$ cat config.mk
export PLATFORM = sky130hd
export DESIGN_NAME = cbd_poly_sampler
export DESIGN_NICKNAME = d
export VERILOG_FILES = /design/src/rtl/cbd_poly_sampler.sv
export SDC_FILE = /design/constraint.sdc
export NUM_CORES = 1
export LEC_CHECK = 0
export ABC_AREA = 0
export CAP_MARGIN = 20
export CORE_MARGIN = 8
export CORE_UTILIZATION = 35
export DETAILED_ROUTE_END_ITERATION = 10
export PLACE_DENSITY = 0.61
export SETUP_SLACK_MARGIN = 0.1
export SLEW_MARGIN = 20
export SYNTH_ARGS = -nofsm -noshare
export SYNTH_HDL_FRONTEND = slang
export SYNTH_SLANG_ARGS = --single-unit
$ cat constraint.sdc
create_clock -name clk -period 2.5 [get_ports clk]
set_input_delay 0.375 -clock clk [delete_from_list [all_inputs] [get_ports clk]]
set_output_delay 0.375 -clock clk [all_outputs]
set_load 0.02 [all_outputs]
$ cat src/rtl/cbd_poly_sampler.sv
// Centered-binomial (eta = 2) polynomial sampler: turns XOF words into N reduced
// coefficients, one nibble per cycle, written to polynomial RAM at running addresses.

module cbd #(
    parameter int KEM_Q   = 7681,
    parameter int COEFF_W = 13
) (
    input  logic [3:0]         a_i,
    output logic [COEFF_W-1:0] raw_o
);
    logic [1:0] pos;
    logic [1:0] neg;

    assign pos   = {1'b0, a_i[0]} + {1'b0, a_i[1]};
    assign neg   = {1'b0, a_i[2]} + {1'b0, a_i[3]};
    // Offset by KEM_Q so the difference stays non-negative: range KEM_Q-2..KEM_Q+2.
    assign raw_o = COEFF_W'(KEM_Q) + COEFF_W'(pos) - COEFF_W'(neg);
endmodule

module cbd_poly_sampler #(
    parameter int KEM_Q   = 7681,
    parameter int N       = 64,
    parameter int W       = 64,
    parameter int COEFF_W = 13,
    parameter int AW      = $clog2(N)
) (
    input  logic               clk,
    input  logic               rst,
    input  logic               start,
    output logic               busy,
    output logic               done,
    input  logic [W-1:0]       in_word,
    input  logic               in_valid,
    output logic               in_ready,
    output logic               coeff_we,
    output logic [AW-1:0]      coeff_addr,
    output logic [COEFF_W-1:0] coeff_out,
    output logic [1:0]         dbg_state
);
    localparam int NIB = W / 4;
    localparam int NW  = (NIB > 1) ? $clog2(NIB) : 1;

    typedef enum logic [1:0] {IDLE, LOAD, EMIT, FIN} state_t;

    // Handshake: a word transfers on a rising edge where in_valid and in_ready are
    // both high; in_ready is high only in LOAD, and in_word need only be stable then.
    state_t             state_q, state_d;
    logic [W-1:0]       shreg_q, shreg_d;
    logic [NW-1:0]      nib_q, nib_d;
    logic [AW:0]        cnt_q, cnt_d;
    logic               we_q, we_d;
    logic [AW-1:0]      addr_q, addr_d;
    logic [COEFF_W-1:0] coeff_q, coeff_d;
    logic               done_q, done_d;

    logic [COEFF_W-1:0] raw;
    logic [COEFF_W-1:0] red;
    logic               last_nib;

    cbd #(.KEM_Q(KEM_Q), .COEFF_W(COEFF_W)) u_cbd (
        .a_i   (shreg_q[3:0]),
        .raw_o (raw)
    );

    assign red      = (raw >= COEFF_W'(KEM_Q)) ? raw - COEFF_W'(KEM_Q) : raw;
    assign last_nib = (nib_q == NW'(NIB - 1));

    always_ff @(posedge clk) begin
        if (rst) begin
            state_q <= IDLE;
            shreg_q <= '0;
            nib_q   <= '0;
            cnt_q   <= '0;
            we_q    <= 1'b0;
            addr_q  <= '0;
            coeff_q <= '0;
            done_q  <= 1'b0;
        end else begin
            state_q <= state_d;
            shreg_q <= shreg_d;
            nib_q   <= nib_d;
            cnt_q   <= cnt_d;
            we_q    <= we_d;
            addr_q  <= addr_d;
            coeff_q <= coeff_d;
            done_q  <= done_d;
        end
    end

    always_comb begin
        state_d = state_q;
        shreg_d = shreg_q;
        nib_d   = nib_q;
        cnt_d   = cnt_q;
        we_d    = 1'b0;
        addr_d  = addr_q;
        coeff_d = coeff_q;
        done_d  = 1'b0;
        unique case (state_q)
            IDLE: begin
                cnt_d = '0;
                nib_d = '0;
                if (start) state_d = LOAD;
            end
            LOAD: begin
                if (in_valid) begin
                    shreg_d = in_word;
                    state_d = EMIT;
                end
            end
            EMIT: begin
                we_d    = 1'b1;
                addr_d  = cnt_q[AW-1:0];
                coeff_d = red;
                shreg_d = shreg_q >> 4;
                nib_d   = nib_q + NW'(1);
                cnt_d   = cnt_q + (AW+1)'(1);
                if (last_nib) begin
                    nib_d   = '0;
                    state_d = (cnt_q + (AW+1)'(1) == (AW+1)'(N)) ? FIN : LOAD;
                end
            end
            FIN: begin
                // Registered, so done lands the cycle after the final write.
                done_d  = 1'b1;
                state_d = IDLE;
            end
            default: state_d = IDLE;
        endcase
    end

    assign busy       = (state_q != IDLE);
    assign in_ready   = (state_q == LOAD);
    assign done       = done_q;
    assign coeff_we   = we_q;
    assign coeff_addr = addr_q;
    assign coeff_out  = coeff_q;
    assign dbg_state  = state_q;
endmodule
Yosys cells after proc, flatten, opt, wreduce, memory -nomap -nowiden
Index checks and enable logic that the tools add are counted.

word-level totals
  memories kept = 0
  word-level logic and storage cells = 43
  output and inout bits = 25
  input port bits = 68
  flip-flop bits (word level) = 98
  memory bits (read-only) = 0
  latch bits = 0
  memory bits (writable) = 0

cells by class
  mux-type cells = 13
  multipliers = 0
  eq/ne operators = 8
  add/subtract/negate cells = 7
  shifts and indexed selects = 0
  div/mod/pow operators = 0
  reduce and logical (&&, ||, !) cells = 6
  magnitude comparators = 1
  bitwise operators = 0

operators with widths
  cell                      count
  $pmux W64 S2              1
  $mux W64                  1
  $pmux W7 S2               1
  $ge A13 B13 Y1 const B    1
  $mux W13                  1
  $sub A13 B13 Y13 const B  1
  $sub A13 B2 Y13           1
  $add A10 B3 Y11 const A   1
  $mux W2                   4
  $pmux W2 S4               1
  $pmux W4 S2               1
  $add A7 B1 Y7 const B     1
  $eq A7 B7 Y1 const B      1
  $ne A2 B2 Y1 const B      3
  $reduce_bool A2 Y1        3
  $add A1 B1 Y2             2
  $add A4 B1 Y4 const B     1
  $eq A2 B2 Y1 const B      2
  $eq A4 B4 Y1 const B      1
  $mux W4                   1
  $reduce_and A3 Y1         1
  $eq A2 B1 Y1 const B      1
  $logic_not A2 Y1          1
  $mux W1                   2
  $reduce_and A2 Y1         1

Longest topological paths before layout
Gate-level depths: netlist of run 1.

  depth after elaboration = 5
  depth in mapped cells = 9
  mapped depth without buffers = 9

Hierarchy
Synthesis of run 1 repeated with hierarchy kept, for this count alone.

second synthesis, totals
  cell total of the unflattened synthesis = 579
  area total of the unflattened synthesis = 4560.6 µm²

modules (own cells, without submodules)
  module            area each (µm²)  instances  seq. area each (µm²)  cells an instance
  cbd_poly_sampler  4386.7           1          1961.9                557
  cbd               173.9            1          0.0                   22

Least setup slack after synthesis of run 1
Ideal clock, no wire load.

  path kind = register to register
  start point = register shreg_q[0]
  end point = register coeff_q[2], in the netlist coeff_out[2]
  stages on the path, launching flop included = 10
  clock period less this slack = 2560 ps
  data required time = 2412 ps
  setup time = 88 ps
  slack = -60 ps
  data arrival time = 2471 ps
  path buffers = 0
  cell sequence = dfxtp_1 -> inv_1 -> ha_1 -> fa_1 -> ha_1 -> ha_1 -> and4b_1 -> a2bb2oi_1 -> nand3_1 -> a311oi_2

on the way
  cells in the longest elaborated chain, start to end = 5
  elaborated cells on any way between the ends = 6
  classes of those cells = add/sub: 4; order compare: 1; mux: 1

RTL lines
  what                                                       line  RTL
  start: declaration                                         48    logic [W-1:0] shreg_q, shreg_d;
  start signal: assignment                                   80    shreg_q <= shreg_d;
  $add A1 B1 Y2 (*)                                          14    assign pos = {1'b0, a_i[0]} + {1'b0, a_i[1]};
  $add A10 B3 Y11 (*)                                        17    assign raw_o = COEFF_W'(KEM_Q) + COEFF_W'(pos) - COEFF_W'(neg);
  $sub A13 B2 Y13 (*)                                        17
  $sub A13 B13 Y13 / $ge A13 B13 Y1 (equally long branches)  65    assign red = (raw >= COEFF_W'(KEM_Q)) ? raw - COEFF_W'(KEM_Q) : raw;
  $mux W13 (*)                                               65
  end signal: assignment                                     85    coeff_q <= coeff_d;
  end: declaration                                           53    logic [COEFF_W-1:0] coeff_q, coeff_d;

Every way passes the cells marked *; elsewhere a longest branch is shown, timed or not.
A chain may end at the register's enable or synchronous reset.

Final worst setup path of run 1
Ends and elaborated chain as after synthesis.

==> flow_summary.toml, run 1 <==
[timing]
rsz0062_at_grt = "no"
tightest_slew_ps = 581
slew_violations = 0
min_period_over_period = 0.941
skew_ps = 3.75
max_freq_mhz = 425
layout_min_cycle_time_ps = 2350
hold_viol = 0
final.setup.tns_ps = 0
setup_viol_count_final = 0
slew_headroom = 0.613

[floorplanning]
die_area_um2 = 17000
io_pins = 93
die_y_um = 130
core-area_um2 = 13000
num_rows = 42
die_x_um = 130
start_util = 0.352

[drt]
met3_wirelength_um = 762
drt-met1-wl_um = 5310
num_vias = 4105
top_layer_used = "met4"
drt_iter0_drc = 284
routed-wl-met2_um = 5250
routed_via_density = 5.09
ant_nets = 0
wl_per_cell_um = 14.3
first_pass_iters = 5
drc = 0
wl_um = 11500

[setup_path]
r2r_start = "shreg_q[0]"
path_cells = "inv_1 > ha_4 > fa_2 > ha_4 > ha_4 > and4b_2 > a2bb2oi_4 > nand3_2 > a311oi_2"
cp.required_ps = 2760
cp-start-kind = "flop"
crit_slowest_cell = "fa_2"
cpPeakStageDelay_ps = 390
r2r_slack_ps = 150
path_class = "flop to flop"
crit_arrival_ps = 2610
reg2reg_to = "coeff_out[2]"
rr_worst_depth = 9
cp_common_cell = "ha_4"
cp_max_fo = 6
critPathCaptureType = "flop"

[yosys]
syn_inst = 555
synth_ff_type = "dfxtp_1"
ys_ff_latch = 97
synth_edf_count = 0
ys_top_cells_by_area = "dfxtp_1 (42%), nand2_1 (13%), a311oi_2 (10%)"
synth_common_cells = "nand2_1 (153), dfxtp_1 (97), nor2_1 (85)"
synth.distinct_cells = 43
synthDominantCellAreaShare = 0.424
ys_async_sr_fraction = 0
syn_avg_cell_area_um2 = 8.26
synth_area_um2 = 4580
yosysSeqAreaShare = 0.424
yosysMostFrequentCell = "nand2_1"
syn_nets = 633
synth_largest_area_cell = "dfxtp_1"
synth-warning-count = 0

[clock_tree]
htreeDepth = 3
cts_tree = "done"
cts.sinks = 97
clk_pin_slew_worst_paths_ps = 60
clock_path_buffers = 2
cts_buffers = 9
cts_root_buffer = "clkbuf_16"
cts.hold.buffers_added = 0
insertion_delay_ps = 350

[outcome]
outcome = "finished clean"

[min_path]
min_path_cells = 2
hp-start = "coeff_addr[2]"
hold_end = "coeff_addr[2]"
hold_path_class = "flop to flop"

[power]
fin_total_pwr_uw = 4360
p_per_area_nw_per_um2 = 712
ir_worst_vdd_v = 0.000452
p_leak_uw = 0.00218

[grt]
antenna_found_initial = 0
grt_max_degree = 92
grt_pass1_wl_um = 19400
grt.total_usage = 0.141
grt_pass1_vias = 3959
gr-total-overflow = 0

[cells_and_area]
layout-area-overhead-vs-synth_pct = 33.5
layout-drive-gt1-share = 0.127
fin_nets = 704
final_util = 0.469
n_antenna_cell = 0
design_area_um2 = 6110

[placed_design]
io_buffers = 92
dp_hpwl_um = 7620
gp_congestion = 0.785
dpl_cell_area_um2 = 5660

[flow_run]
drv_cap = 0
## flip-flops by register name, summed over array words and instances (netlist names)
register    count
shreg_q        64
coeff_out      12
cnt_q           7
coeff_addr      6
nib_q           4
dbg_state       2
coeff_we        1
done            1
## worst max path at each step
stage | start | endpoint | cells past startpoint
4_1_cts | shreg_q[0] | coeff_out[2] | 9
3_5_place_dp | shreg_q[0] | coeff_out[2] | 9
3_3_place_gp | shreg_q[0] | coeff_out[4] | 9
2_1_floorplan | shreg_q[0] | coeff_out[4] | 9
5_1_grt | shreg_q[0] | coeff_out[2] | 9
6_report | shreg_q[0] | coeff_out[2] | 9
## repair_timing
| action | CTS | global route |
|---|---|---|
| gates resized for setup | 5 | 6 |
| pin swaps | 1 | 3 |
| buffers inserted | 0 | 1 |
| setup endpoints to repair | 7 | 7 |
## placed cells by master (no fill, tap or decap), types with 5 or more instances in the layout
| master | Yosys | final |
|---|---|---|
| clkbuf_16 | 0 | 9 |
| a22oi_1 | 6 | 6 |
| a21oi_1 | 19 | 19 |
| o21a_1 | 6 | 6 |
| buf_4 | 8 | 12 |
| bufinv_16 | 0 | 5 |
| clkdlybuf4s50_1 | 0 | 91 |
| nor3_1 | 6 | 6 |
| nand2_1 | 153 | 153 |
| o21ai_0 | 10 | 10 |
| ha_1 | 9 | 5 |
| buf_12 | 0 | 5 |
| inv_1 | 7 | 7 |
| a311oi_2 | 31 | 31 |
| dfxtp_1 | 97 | 95 |
| a311oi_1 | 31 | 31 |
| nand3_1 | 7 | 6 |
| nor2_1 | 85 | 85 |
## layer usage
layer | global-route usage | up-vias
met1 | 0.183 | 1935
met3 | 0.0410 | 14
met4 | 0.0614 | 0
met5 | 0 | -
met2 | 0.214 | 91
li1 | - | 2065
## kinds of logic (layout without fill, tap and decap cells)
logic type / after synthesis / in the layout / synth area share
AO/OA/AOI/OAI: 126 / 126 / 0.250
XOR/XNOR: 1 / 1 / 0.00191
adder cells (fa/ha/maj): 10 / 10 / 0.0289
buffers and inverters: 55 / 130 / 0.0634
flip-flops: 97 / 97 / 0.424
multiplexers: 1 / 1 / 0.00218
AND/OR/NAND/NOR: 265 / 265 / 0.230
## cell type report
class | instances | area [um2]
Fill cell | 1285 | 6920
Multi-Input combinational cell | 403 | 2440
Sequential cell | 97 | 1940
Timing Repair Buffer | 108 | 1100
Clock buffer | 9 | 225
Tap cell | 176 | 220
Clock inverter | 6 | 155
Inverter | 7 | 26.3
## critical path: cells and delay by family, from the launching register on
family / cells / cell delay, ps
AO/OA/AOI/OAI: 2 / 470
adder cells (fa/ha/maj): 4 / 1050
buffers and inverters: 1 / 60
AND/OR/NAND/NOR: 2 / 350
flip-flops: 1 / 330
## through the flow
step,std cells,hold slack [ps],setup slack [ps]
2_1_floorplan,555,450,103
3_3_place_gp,790,448,82.8
3_5_place_dp,790,452,-28.2
4_1_cts,805,464,116
5_1_grt,806,479,88.0
6_report,806,459,147
## report_power, final
part | leakage [uW] | total [uW] | internal [uW] | switching (uW)
logic | 0.00120 | 860 | 413 | 447
registers | 0.000792 | 1740 | 1670 | 73.9
clock network | 0.000185 | 1750 | 1170 | 582
total | 0.00218 | 4360 | 3250 | 1100
Note: power is estimated with default switching activity, not from simulation.
==> inputs of run 2 (changes only) <==
--- a/config.mk
+++ b/config.mk
@@ -10,7 +10,7 @@
 export CORE_MARGIN = 8
 export CORE_UTILIZATION = 35
 export DETAILED_ROUTE_END_ITERATION = 10
-export PLACE_DENSITY = 0.61
+export PLACE_DENSITY = 0.58
 export SETUP_SLACK_MARGIN = 0.1
 export SLEW_MARGIN = 20
 export SYNTH_ARGS = -nofsm -noshare
==> flow_summary.toml, run 2 (synthesis gave the netlist of run 1 again) <==
[outcome]
outcome = "finished clean"

[timing]
hold_viol = 0
setup_ws_ps = 164
layout_min_cycle_time_ps = 2340
holdWs_ps = 462
rsz0062_at_grt = "yes"
min_period_over_period = 0.934
setup_viol_count_final = 0
max_freq_mhz = 428
skew_ps = 6.56
slew_headroom = 0.543
tightest_slew_ps = 686
slew_violations = 0

[floorplanning]
core-area_um2 = 13000
io_pins = 93
die_x_um = 130
start_util = 0.352
die_area_um2 = 17000
die_y_um = 130
num_rows = 42

[drt]
drc = 0
wl_um = 11800
routed_via_density = 5.07
drt_iter0_drc = 288
first_pass_iters = 4
num_vias = 4124
ant_nets = 0
wl_per_cell_um = 14.5

[grt]
grt_pass1_vias = 3943
antenna_found_initial = 0
grt_max_degree = 92
grt.total_usage = 0.140
grt_pass1_wl_um = 19200
gr-total-overflow = 0

[placed_design]
place_ws_ps = -65.7
io_buffers = 92
gp_congestion = 0.808
dpl_cell_area_um2 = 5660
dp_hpwl_um = 7710

[clock_tree]
htreeDepth = 3
cts_buffers = 9
insertion_delay_ps = 350
cts_root_buffer = "clkbuf_16"
cts_tree = "done"
clock_path_buffers = 2
clk_pin_slew_worst_paths_ps = 70
cts.hold.buffers_added = 0
cts.sinks = 97

[cells_and_area]
final_util = 0.465
layout-area-overhead-vs-synth_pct = 32.3
n_antenna_cell = 0
n_fill_cell = 1331
layout-drive-gt1-share = 0.141
final_common_cell = "nand2_1"
regMostFlops = "shreg_q"
largest_reg_flops = 64
design_area_um2 = 6060
fin_nets = 712
final_cell_mix = "nand2_1 (153), dfxtp_1 (95), clkdlybuf4s50_1 (91)"

[setup_path]
cp_max_fo = 5
cp-start-kind = "flop"
crit_arrival_ps = 2600
crit_slowest_cell = "fa_2"
path_cells = "inv_2 > ha_4 > fa_2 > ha_4 > ha_4 > and4b_2 > a2bb2oi_4 > nand3_2 > a311oi_2"
critPathCaptureType = "flop"
cpPeakStageDelay_ps = 360
cp_common_cell = "ha_4"
path_class = "flop to flop"
cp.required_ps = 2760

[min_path]
hold_path_class = "flop to flop"

[power]
p_per_area_nw_per_um2 = 664
ir_worst_vdd_v = 0.000451
p_leak_uw = 0.00217

[flow_run]
drv_cap = 0
## run 2: cell count changes in the layout (fill, tap and decap cells not counted)
cell       change
a221oi_2       +1
clkbuf_8       +2
buf_4         +10
clkbuf_1       +1
buf_12         -2
a221oi_1       -1
inv_1          -2
bufinv_16      -4
a31oi_2        +1
inv_2          +2
a31oi_4        -1
clkinv_2       +1
## run 2: critical path, delay by kind of cell, from the launching register on
family / cells / cell delay, ps
buf+inv: 1 / 50
flops: 1 / 340
simple gates: 2 / 340
compound gates: 2 / 510
fa+ha+maj: 4 / 1010
## run 2: path summary, 6_finish.rpt
check                              startpoint             to  slack, ps  cells past startpoint
worst max-delay path               shreg_q[0]   coeff_out[2]        160                      9
worst min-delay path            coeff_addr[5]  coeff_addr[5]        460                      2
worst max register to register     shreg_q[0]   coeff_out[2]        160                      9
worst min register to register  coeff_addr[5]  coeff_addr[5]        460                      2
## run 2: cell type report
type / count / area (um2) / area share
clock buffers: 12 / 256 / 0.0423
flip-flops and latches: 97 / 1940 / 0.321
clock inverters: 3 / 40.0 / 0.00660
inverters: 7 / 26.3 / 0.00433
repair buffers: 116 / 1140 / 0.187
multi-input cells: 403 / 2440 / 0.402
well taps: 176 / 220 / 0.0363
## run 2: report_power, final
part | leakage, uW | switching, uW | total (uW) | internal, uW
clock | 0.000148 | 575 | 1400 | 822
combinational | 0.00123 | 458 | 888 | 431
sequential | 0.000792 | 72.3 | 1740 | 1670
## run 2: timing repair
action	4_1_cts	5_1_grt
endpoints found under the setup margin	8	9
buffers inserted	2	4
endpoints found under the hold margin	0	0
resized for setup	8	6
pin swaps	2	7
## run 2: through the flow
step / std cells / setup TNS [ps] / total power (uW)
2_1_floorplan: 555 / 0 / 2300
3_3_place_gp: 793 / 0 / 2550
3_5_place_dp: 793 / -154 / 2580
4_1_cts: 810 / 0 / 4030
5_1_grt: 814 / 0 / 4240
6_report: 814 / 0 / 4030
## run 2: per-layer routing
metal,vias up,GRT usage,routed length [um]
met4,0,0.0385,113
met2,88,0.215,5360
met5,-,0,0
met1,1939,0.179,5470
li1,2086,-,-
met3,11,0.0556,832
==> inputs of run 3 (changes only) <==
--- a/config.mk
+++ b/config.mk
@@ -6,7 +6,7 @@
 export NUM_CORES = 1
 export LEC_CHECK = 0
 export ABC_AREA = 0
-export CAP_MARGIN = 20
+export CAP_MARGIN = 30
 export CORE_MARGIN = 8
 export CORE_UTILIZATION = 35
 export DETAILED_ROUTE_END_ITERATION = 10
==> results of run 3 <==
No change in the layout: final DEF, timing and power equal those of run 2.
